**config.mk**
```make
export PLATFORM = sky130hd
export DESIGN_NAME = pipe_stage_skid
export DESIGN_NICKNAME = d
export VERILOG_FILES = /design/src/rtl/pipe_stage_skid.sv
export SDC_FILE = /design/constraint.sdc
export NUM_CORES = 1
export LEC_CHECK = 0
export ABC_AREA = 1
export CAP_MARGIN = 20
export CORE_MARGIN = 8
export CORE_UTILIZATION = 55
export DETAILED_ROUTE_END_ITERATION = 6
export PLACE_DENSITY = 0.86
export SYNTH_ARGS = -nofsm -noshare
export SYNTH_HDL_FRONTEND = slang
export SYNTH_SLANG_ARGS = --single-unit
```
**constraint.sdc**
```tcl
create_clock -name Clk -period 30.7 [get_ports Clk]
set_clock_uncertainty 0.1 [all_clocks]
set_input_delay 6.14 -clock Clk [delete_from_list [all_inputs] [get_ports Clk]]
set_output_delay 6.14 -clock Clk [all_outputs]
set_load 0.01 [all_outputs]
```
**src/rtl/pipe_stage_skid.sv**
```systemverilog
// Pipeline-stage register with valid/ready handshake and 2-entry skid buffer.
// Supports synchronous flush and a saturating starvation counter.
module pipe_stage_skid #(
    parameter int                CTRL_W     = 10,
    parameter int                DATA_W     = 32,
    parameter int                NUM_WORDS  = 6,
    parameter logic [CTRL_W-1:0] CTRL_RESET = '0
) (
    input  logic                        Clk,
    input  logic                        Reset,
    input  logic                        InValid,
    output logic                        InReady,
    input  logic [CTRL_W-1:0]           InCtrl,
    input  logic [NUM_WORDS*DATA_W-1:0] InData,
    input  logic                        Flush,
    output logic                        OutValid,
    input  logic                        OutReady,
    output logic [CTRL_W-1:0]           OutCtrl,
    output logic [NUM_WORDS*DATA_W-1:0] OutData,
    output logic [15:0]                 BubbleCnt
);

    localparam int W = NUM_WORDS * DATA_W;

    typedef enum logic [1:0] {
        EMPTY,
        ONE,
        TWO
    } state_t;

    typedef enum logic [1:0] {
        M_HOLD,
        M_IN,
        M_SKID,
        M_CLR
    } msel_t;

    state_t            state;
    state_t            state_nxt;
    msel_t             msel;
    logic              skid_ld;
    logic              skid_clr;
    logic [CTRL_W-1:0] skid_ctrl;
    logic [W-1:0]      skid_data;
    logic              acc;
    logic              drn;

    // Handshake flags come from registered state only.
    assign InReady  = (state != TWO);
    assign OutValid = (state != EMPTY);
    assign acc      = InValid & InReady;
    assign drn      = OutValid & OutReady;

    always_ff @(posedge Clk or posedge Reset) begin
        if (Reset) state <= EMPTY;
        else       state <= state_nxt;
    end

    always_comb begin
        state_nxt = state;
        msel      = M_HOLD;
        skid_ld   = 1'b0;
        skid_clr  = 1'b0;
        if (Flush) begin
            state_nxt = EMPTY;
            msel      = M_CLR;
            skid_clr  = 1'b1;
        end else begin
            unique case (state)
                EMPTY: begin
                    if (acc) begin
                        state_nxt = ONE;
                        msel      = M_IN;
                    end else begin
                        msel = M_CLR;
                    end
                end
                ONE: begin
                    if (acc && drn) begin
                        msel = M_IN;
                    end else if (acc) begin
                        state_nxt = TWO;
                        skid_ld   = 1'b1;
                    end else if (drn) begin
                        state_nxt = EMPTY;
                        msel      = M_CLR;
                    end
                end
                TWO: begin
                    if (drn) begin
                        state_nxt = ONE;
                        msel      = M_SKID;
                        skid_clr  = 1'b1;
                    end
                end
                default: begin
                    state_nxt = EMPTY;
                    msel      = M_CLR;
                    skid_clr  = 1'b1;
                end
            endcase
        end
    end

    always_ff @(posedge Clk or posedge Reset) begin
        if (Reset) begin
            OutCtrl <= CTRL_RESET;
            OutData <= '0;
        end else begin
            unique case (msel)
                M_IN: begin
                    OutCtrl <= InCtrl;
                    OutData <= InData;
                end
                M_SKID: begin
                    OutCtrl <= skid_ctrl;
                    OutData <= skid_data;
                end
                M_CLR: begin
                    OutCtrl <= CTRL_RESET;
                    OutData <= '0;
                end
                default: ;
            endcase
        end
    end

    always_ff @(posedge Clk or posedge Reset) begin
        if (Reset) begin
            skid_ctrl <= CTRL_RESET;
            skid_data <= '0;
        end else if (skid_clr) begin
            skid_ctrl <= CTRL_RESET;
            skid_data <= '0;
        end else if (skid_ld) begin
            skid_ctrl <= InCtrl;
            skid_data <= InData;
        end
    end

    // Flush deliberately leaves the starvation count alone.
    always_ff @(posedge Clk or posedge Reset) begin
        if (Reset) begin
            BubbleCnt <= 16'd0;
        end else if (OutReady && !OutValid && BubbleCnt != 16'hFFFF) begin
            BubbleCnt <= BubbleCnt + 16'd1;
        end
    end

endmodule

```
==> results of run 1 <==
-- worst max-delay path, delay by kind of cell --
family        cells  cell delay [ns]
buf+inv           3             2.25
simple gates      5             1.59
-- power groups by stage --
| stage | Combinational [uW] | Sequential [uW] | Clock, uW |
|---|---|---|---|
| 3_3_place_gp | 191 | 621 | 0 |
| 6_report | 199 | 614 | 519 |
| 5_1_grt | 215 | 617 | 548 |
| 2_1_floorplan | 90.0 | 625 | 0 |
| 4_1_cts | 196 | 613 | 524 |
| 3_5_place_dp | 195 | 622 | 0 |
-- path summary, 6_finish.rpt --
kind	slack, ns	from	depth (start not counted)	to
hold / removal	0.39	skid_data[62]	2	OutData[62]
setup / recovery	20.92	OutReady	8	OutData[183]
max in group asynchronous	21.54	Reset	6	OutData[94]
setup reg to reg	26.78	state[0]	7	skid_data[110]
min in group asynchronous	6.11	Reset	2	OutData[187]
hold reg to reg	0.39	skid_data[62]	2	OutData[62]
-- cells in the mapped netlist --
cell type	number
nor2_1	17
xor2_1	1
o21ai_1	131
o21ai_2	1
buf_4	21
xnor2_1	6
buf_6	14
inv_1	215
nand2_2	3
dfrtp_1	422
nand3_2	1
nand4_1	8
o211ai_1	1
inv_2	4
and2_1	1
clkbuf_1	74
nand3_1	818
o21ai_4	1
buf_1	12
a21oi_2	1
nand2_1	284
o21ai_0	76
nor2_2	2
buf_2	57
ha_1	1
-- state kept, by name, summed over array words and instances (netlist names) --
register	cells
OutCtrl	10
skid_data	192
OutData	192
skid_ctrl	10
state	2
BubbleCnt	16
-- cell families after synthesis --
kind of cell / Yosys count / share of synthesized area
adder cells (fa/ha/maj): 1 / 0.000666
AO/OA/AOI/OAI: 211 / 0.0574
buffers and inverters: 397 / 0.0929
flip-flops: 422 / 0.562
AND/OR/NAND/NOR: 1134 / 0.283
XOR/XNOR: 7 / 0.00326
-- layout make-up --
class                           instances  area share
Antenna cell                            5    0.000512
Clock buffer                           69      0.0547
Clock inverter                          8     0.00277
Inverter                              219      0.0342
Multi-Input combinational cell       1353       0.267
Sequential cell                       422       0.432
Tap cell                              448      0.0229
Timing Repair Buffer                  450       0.186
-- layer usage --
| metal | up-vias | track usage | wire, um |
|---|---|---|---|
| met1 | 8566 | 0.380 | 23400 |
| met5 | - | 0 | 27 |
| li1 | 7906 | - | - |
| met4 | 4 | 0.106 | 2150 |
| met3 | 138 | 0.0700 | 6030 |
| met2 | 1018 | 0.454 | 28700 |
-- per-stage QoR --
step / setup slack, ns / hold WS (ns) / instance area, um2 / power, uW / instances
2_1_floorplan: 12.71 / 0.365 / 18800 / 715 / 2172
3_3_place_gp: 20.59 / 0.370 / 22900 / 811 / 2887
3_5_place_dp: 20.53 / 0.376 / 22900 / 818 / 2887
4_1_cts: 21.08 / 0.390 / 24300 / 1330 / 2964
5_1_grt: 20.82 / 0.408 / 24400 / 1380 / 2974
6_report: 20.92 / 0.387 / 24400 / 1330 / 2974
==> impl_metrics.env, run 1 <==
export IMPL_status="complete, but fails checks"
export IMPL_violations="design-rule violations"
export IMPL_fillers=2370
export IMPL_min_period_ns=9.78
export IMPL_switching_share=0.267
export IMPL_routed_wl_mm=60.2
export IMPL_peakVddDrop_uv=51.6
export IMPL_clock_latency_ns=0.53
export IMPL_track_usage=0.287
export IMPL_yosys_warnings=0
export IMPL_h_tree_depth=2
export IMPL_path_clk_slew_ns=0.06
export IMPL_drt_iter0_markers=2163
export IMPL_multi_input_area_um2=6520
export IMPL_fp_dieW_um=201
export IMPL_nets=2697
export IMPL_cpMaxStageDelayCell="buf_4"
export IMPL_syn_area_per_cell_um2=8.65
export IMPL_p_leak_uw=0.0114
export IMPL_crit_arrival_ns=10.12
export IMPL_min_period_over_period=0.319
export IMPL_cts_tree="built"
export IMPL_ant_nets=0
export IMPL_clock_sinks=422
export IMPL_worstSetupPathType="input pin to flip-flop"
export IMPL_hpwlAfterDp_mm=37.6
export IMPL_rsz0062_at_grt="false"
export IMPL_ys_ff_latch=422
export IMPL_fmax_mhz=102
export IMPL_p_int_uw=976
export IMPL_grt_max_degree=127
export IMPL_path_max_fanout=86
export IMPL_slew_violations=0
export IMPL_final_cell_mix="818 x nand3_1, 426 x clkdlybuf4s50_1, 422 x dfrtp_1"
export IMPL_fp_row_count=67
export IMPL_grt_pass1_wl_mm=96.0
export IMPL_power_switching_uw=356
export IMPL_areaGrowthSynthToFinish_pct=30.1
export IMPL_cp_required_ns=31.05
export IMPL_drive_gt1_frac=0.0424
export IMPL_die_area_um2=40300
export IMPL_p_clk_frac=0.390
export IMPL_cts_hold_buf=0
export IMPL_antenna_found_initial=7
export IMPL_core_region_area_um2=33600
export IMPL_route_detailed_drc=9
export IMPL_cts_resized=0
export IMPL_via_per_inst=5.93
export IMPL_ys_top_cells_by_area="dfrtp_1 56%, nand3_1 22%, nand2_1 5.7%"
export IMPL_setup_violations=0
export IMPL_num_vias=17600
export IMPL_ctsLongestPathBuffers=3
export IMPL_seqPwrFrac=0.461
export IMPL_syn_instance_count=2172
export IMPL_routedWlPerCell_um=20.3
export IMPL_cp_cell_sequence="clkdlybuf4s50_1 > nor2_4 > nand2_1 > nand2_4 > buf_4 > buf_4 > nand3_1 > nand3_1"
export IMPL_drv_cap=0
export IMPL_endpoint_kind="flip-flop"
export IMPL_dr_pass1_iters=7
export IMPL_comb_power_share=0.149
export IMPL_ios=427
export IMPL_tns_ns=0
export IMPL_seq_area_frac_synth=0.562
export IMPL_overflow=0
export IMPL_critical_path_max_stage_delay_ns=0.90
export IMPL_cts_buffers=43
export IMPL_max_slew_worst_pin_slew_ns=1.16
export IMPL_postCtsSetupBuffers=0
export IMPL_yosys_area_top_type="dfrtp_1"
export IMPL_initial_core_util=0.559
export IMPL_syn_cell_area_um2=18800
export IMPL_hp_class="flip-flop to flip-flop"
export IMPL_final_common_cell="nand3_1"
export IMPL_place_congestion=0.884
export IMPL_die_y_um=201
export IMPL_fin_util=0.727
export IMPL_syn_nets=2380
export IMPL_p_per_area_nw_per_um2=54.5
export IMPL_slew_headroom=0.228
export IMPL_ys_types=25
export IMPL_regArea_um2=10600
export IMPL_hold_violations=0
export IMPL_cp_start_kind="input pin"
export IMPL_root_buffer="clkbuf_16"
export IMPL_synth_top_area_frac=0.562
export IMPL_io_buffers=426
export IMPL_grt_pass1_vias=17500
No activity file was read; power rests on OpenSTA's default activity.
==> inputs of run 2 (changes only) <==
CORE_UTILIZATION = 46   (was 55)
PLACE_DENSITY = 0.77   (was 0.86)
clock period = 8.9 ns   (was 30.7 ns; I/O delays follow)
==> run 2 against run 1 <==
Effect of this change:
- the flow now finishes without violations
- via count fell by 1.6%
- hold slack improved by 0.0032 ns
- total power grew to 3.5 times the previous value
- die area increased by 18%
- wire length fell by 0.45%
- flip-flop and latch count did not move
- combinational power increased to 3.4 times the previous value
- sequential power rose to 3.5 times the previous value
- first-iteration DRC count is 2.2% lower
- final cell count increased by 2.5%
- critical path type unchanged
==> impl_metrics.env, run 2 (synthesized netlist as in run 1, its figures left out) <==
export IMPL_status="completed"
export IMPL_tns_ns=0
export IMPL_r2r_start="state[1]"
export IMPL_areaGrowthSynthToFinish_pct=30.5
export IMPL_cts_resized=0
export IMPL_comb_power_share=0.145
export IMPL_place_congestion=0.851
export IMPL_clock_sinks=422
export IMPL_antenna_found_initial=6
export IMPL_setup_violations=0
export IMPL_cp_start_kind="input pin"
export IMPL_clock_latency_ns=0.56
export IMPL_hpwlAfterDp_mm=37.3
export IMPL_ctsLongestPathBuffers=3
export IMPL_grt_max_degree=204
export IMPL_routed_wl_mm=60.0
export IMPL_hold_violations=0
export IMPL_worstSetupPathType="input pin to flip-flop"
export IMPL_min_period_over_period=0.547
export IMPL_min_delay_start="skid_data[41]"
export IMPL_final_cell_area_um2=24500
export IMPL_peakVddDrop_uv=131
export IMPL_worst_r2r_setup_slack_ns=5.48
export IMPL_num_vias=17400
export IMPL_seqPwrFrac=0.452
export IMPL_max_slew_worst_pin_slew_ns=1.08
export IMPL_postCtsSetupBuffers=0
export IMPL_p_clk_frac=0.403
export IMPL_fp_row_count=74
export IMPL_cp_required_ns=9.29
export IMPL_drt_iter0_markers=2115
export IMPL_drv_cap=0
export IMPL_grt_pass1_vias=17200
export IMPL_die_area_um2=47500
export IMPL_ant_nets=0
export IMPL_switching_share=0.270
export IMPL_min_path_cells=2
export IMPL_r2r_cells=8
export IMPL_p_leak_uw=0.0114
export IMPL_cts_tree="built"
export IMPL_fillers=3391
export IMPL_slew_violations=0
export IMPL_path_clk_slew_ns=0.06
export IMPL_fp_dieW_um=218
export IMPL_routedWlPerCell_um=19.7
export IMPL_min_to="OutData[41]"
export IMPL_slew_headroom=0.278
export IMPL_final_cell_mix="818 x nand3_1, 426 x clkdlybuf4s50_1, 422 x dfrtp_1"
export IMPL_p_int_uw=3420
export IMPL_core_region_area_um2=40600
export IMPL_reg_top3="OutData: 192 flops, skid_data: 192 flops, BubbleCnt: 16 flops"
export IMPL_rsz0062_at_grt="false"
export IMPL_power_switching_uw=1260
export IMPL_endpoint_kind="flip-flop"
export IMPL_root_buffer="clkbuf_16"
export IMPL_grt_pass1_wl_mm=95.0
export IMPL_ios=427
export IMPL_min_period_ns=4.87
export IMPL_initial_core_util=0.463
export IMPL_dr_pass1_iters=5
export IMPL_overflow=0
export IMPL_crit_arrival_ns=5.26
export IMPL_hp_class="flip-flop to flip-flop"
export IMPL_nets=2692
export IMPL_route_detailed_drc=0
export IMPL_r2r_end="skid_data[109]"
export IMPL_final_common_cell="nand3_1"
export IMPL_p_per_area_nw_per_um2=191
export IMPL_grt_busiest_layer="met2"
export IMPL_cts_hold_buf=0
export IMPL_die_y_um=218
export IMPL_post_dp_cell_area_um2=23000
export IMPL_fmax_mhz=205
export IMPL_use_met3=0.0559
export IMPL_path_max_fanout=119
export IMPL_io_buffers=426
export IMPL_grtUsageMet2=0.380
export IMPL_h_tree_depth=2
export IMPL_track_usage=0.243
export IMPL_drive_gt1_frac=0.0417
export IMPL_grt_use_met1=0.327
export IMPL_cts_buffers=46
export IMPL_via_per_inst=5.69
-- run 2: worst max-delay path by stage --
stage	from	slack, ns	cells past startpoint	to
3_5_place_dp	OutReady	3.50	7	OutData[92]
3_3_place_gp	OutReady	3.55	7	OutCtrl[6]
4_1_cts	OutReady	4.08	7	OutData[75]
5_1_grt	OutReady	3.84	7	OutData[124]
6_report	OutReady	4.03	7	OutData[140]
2_1_floorplan	Reset	1.33	1	BubbleCnt[0]
-- run 2: worst max-delay path, stage by stage --
cell and delay, ns:
clkdlybuf4s50_1 0.54, nor2_4 0.84, nand2_1 0.29, nand2_4 0.78
buf_12 0.46, nand3_1 0.18, nand3_1 0.13
-- run 2: area by class of cell --
cell class              count  area (um2)  area share
flip-flops and latches    422       10600       0.431
multi-input cells        1353        6520       0.266
repair buffers            442        4430       0.181
clock buffers              68        1400      0.0570
inverters                 219         831      0.0339
well taps                 532         666      0.0272
clock inverters            12        90.1     0.00368
diodes                      1        2.50    0.000102
-- run 2: power groups by stage --
stage          clock, uW  sequential (uW)  combinational, uW
2_1_floorplan          0             2160                311
3_3_place_gp           0             2140                669
3_5_place_dp           0             2150                681
4_1_cts             1920             2110                685
5_1_grt             1990             2130                739
6_report            1890             2120                681
-- run 2: stage by stage --
stage / total power (uW) / std cells / hold WS, ns / worst slack, ns / utilization
floorplan: 2470 / 2172 / 0.365 / 1.33 / -
finish: 4680 / 3049 / 0.390 / 4.03 / 0.604
detailed placement: 2830 / 2968 / 0.379 / 3.50 / 0.567
global route: 4860 / 3049 / 0.408 / 3.84 / 0.604
CTS: 4720 / 3048 / 0.392 / 4.08 / 0.604
global placement: 2810 / 2968 / 0.370 / 3.55 / 0.567
-- run 2: per-layer routing --
metal	share of wire	vias up
met3	0.083	124
met4	0.033	8
met1	0.41	8508
met5	0.00077	-
met2	0.47	828
li1	-	7885
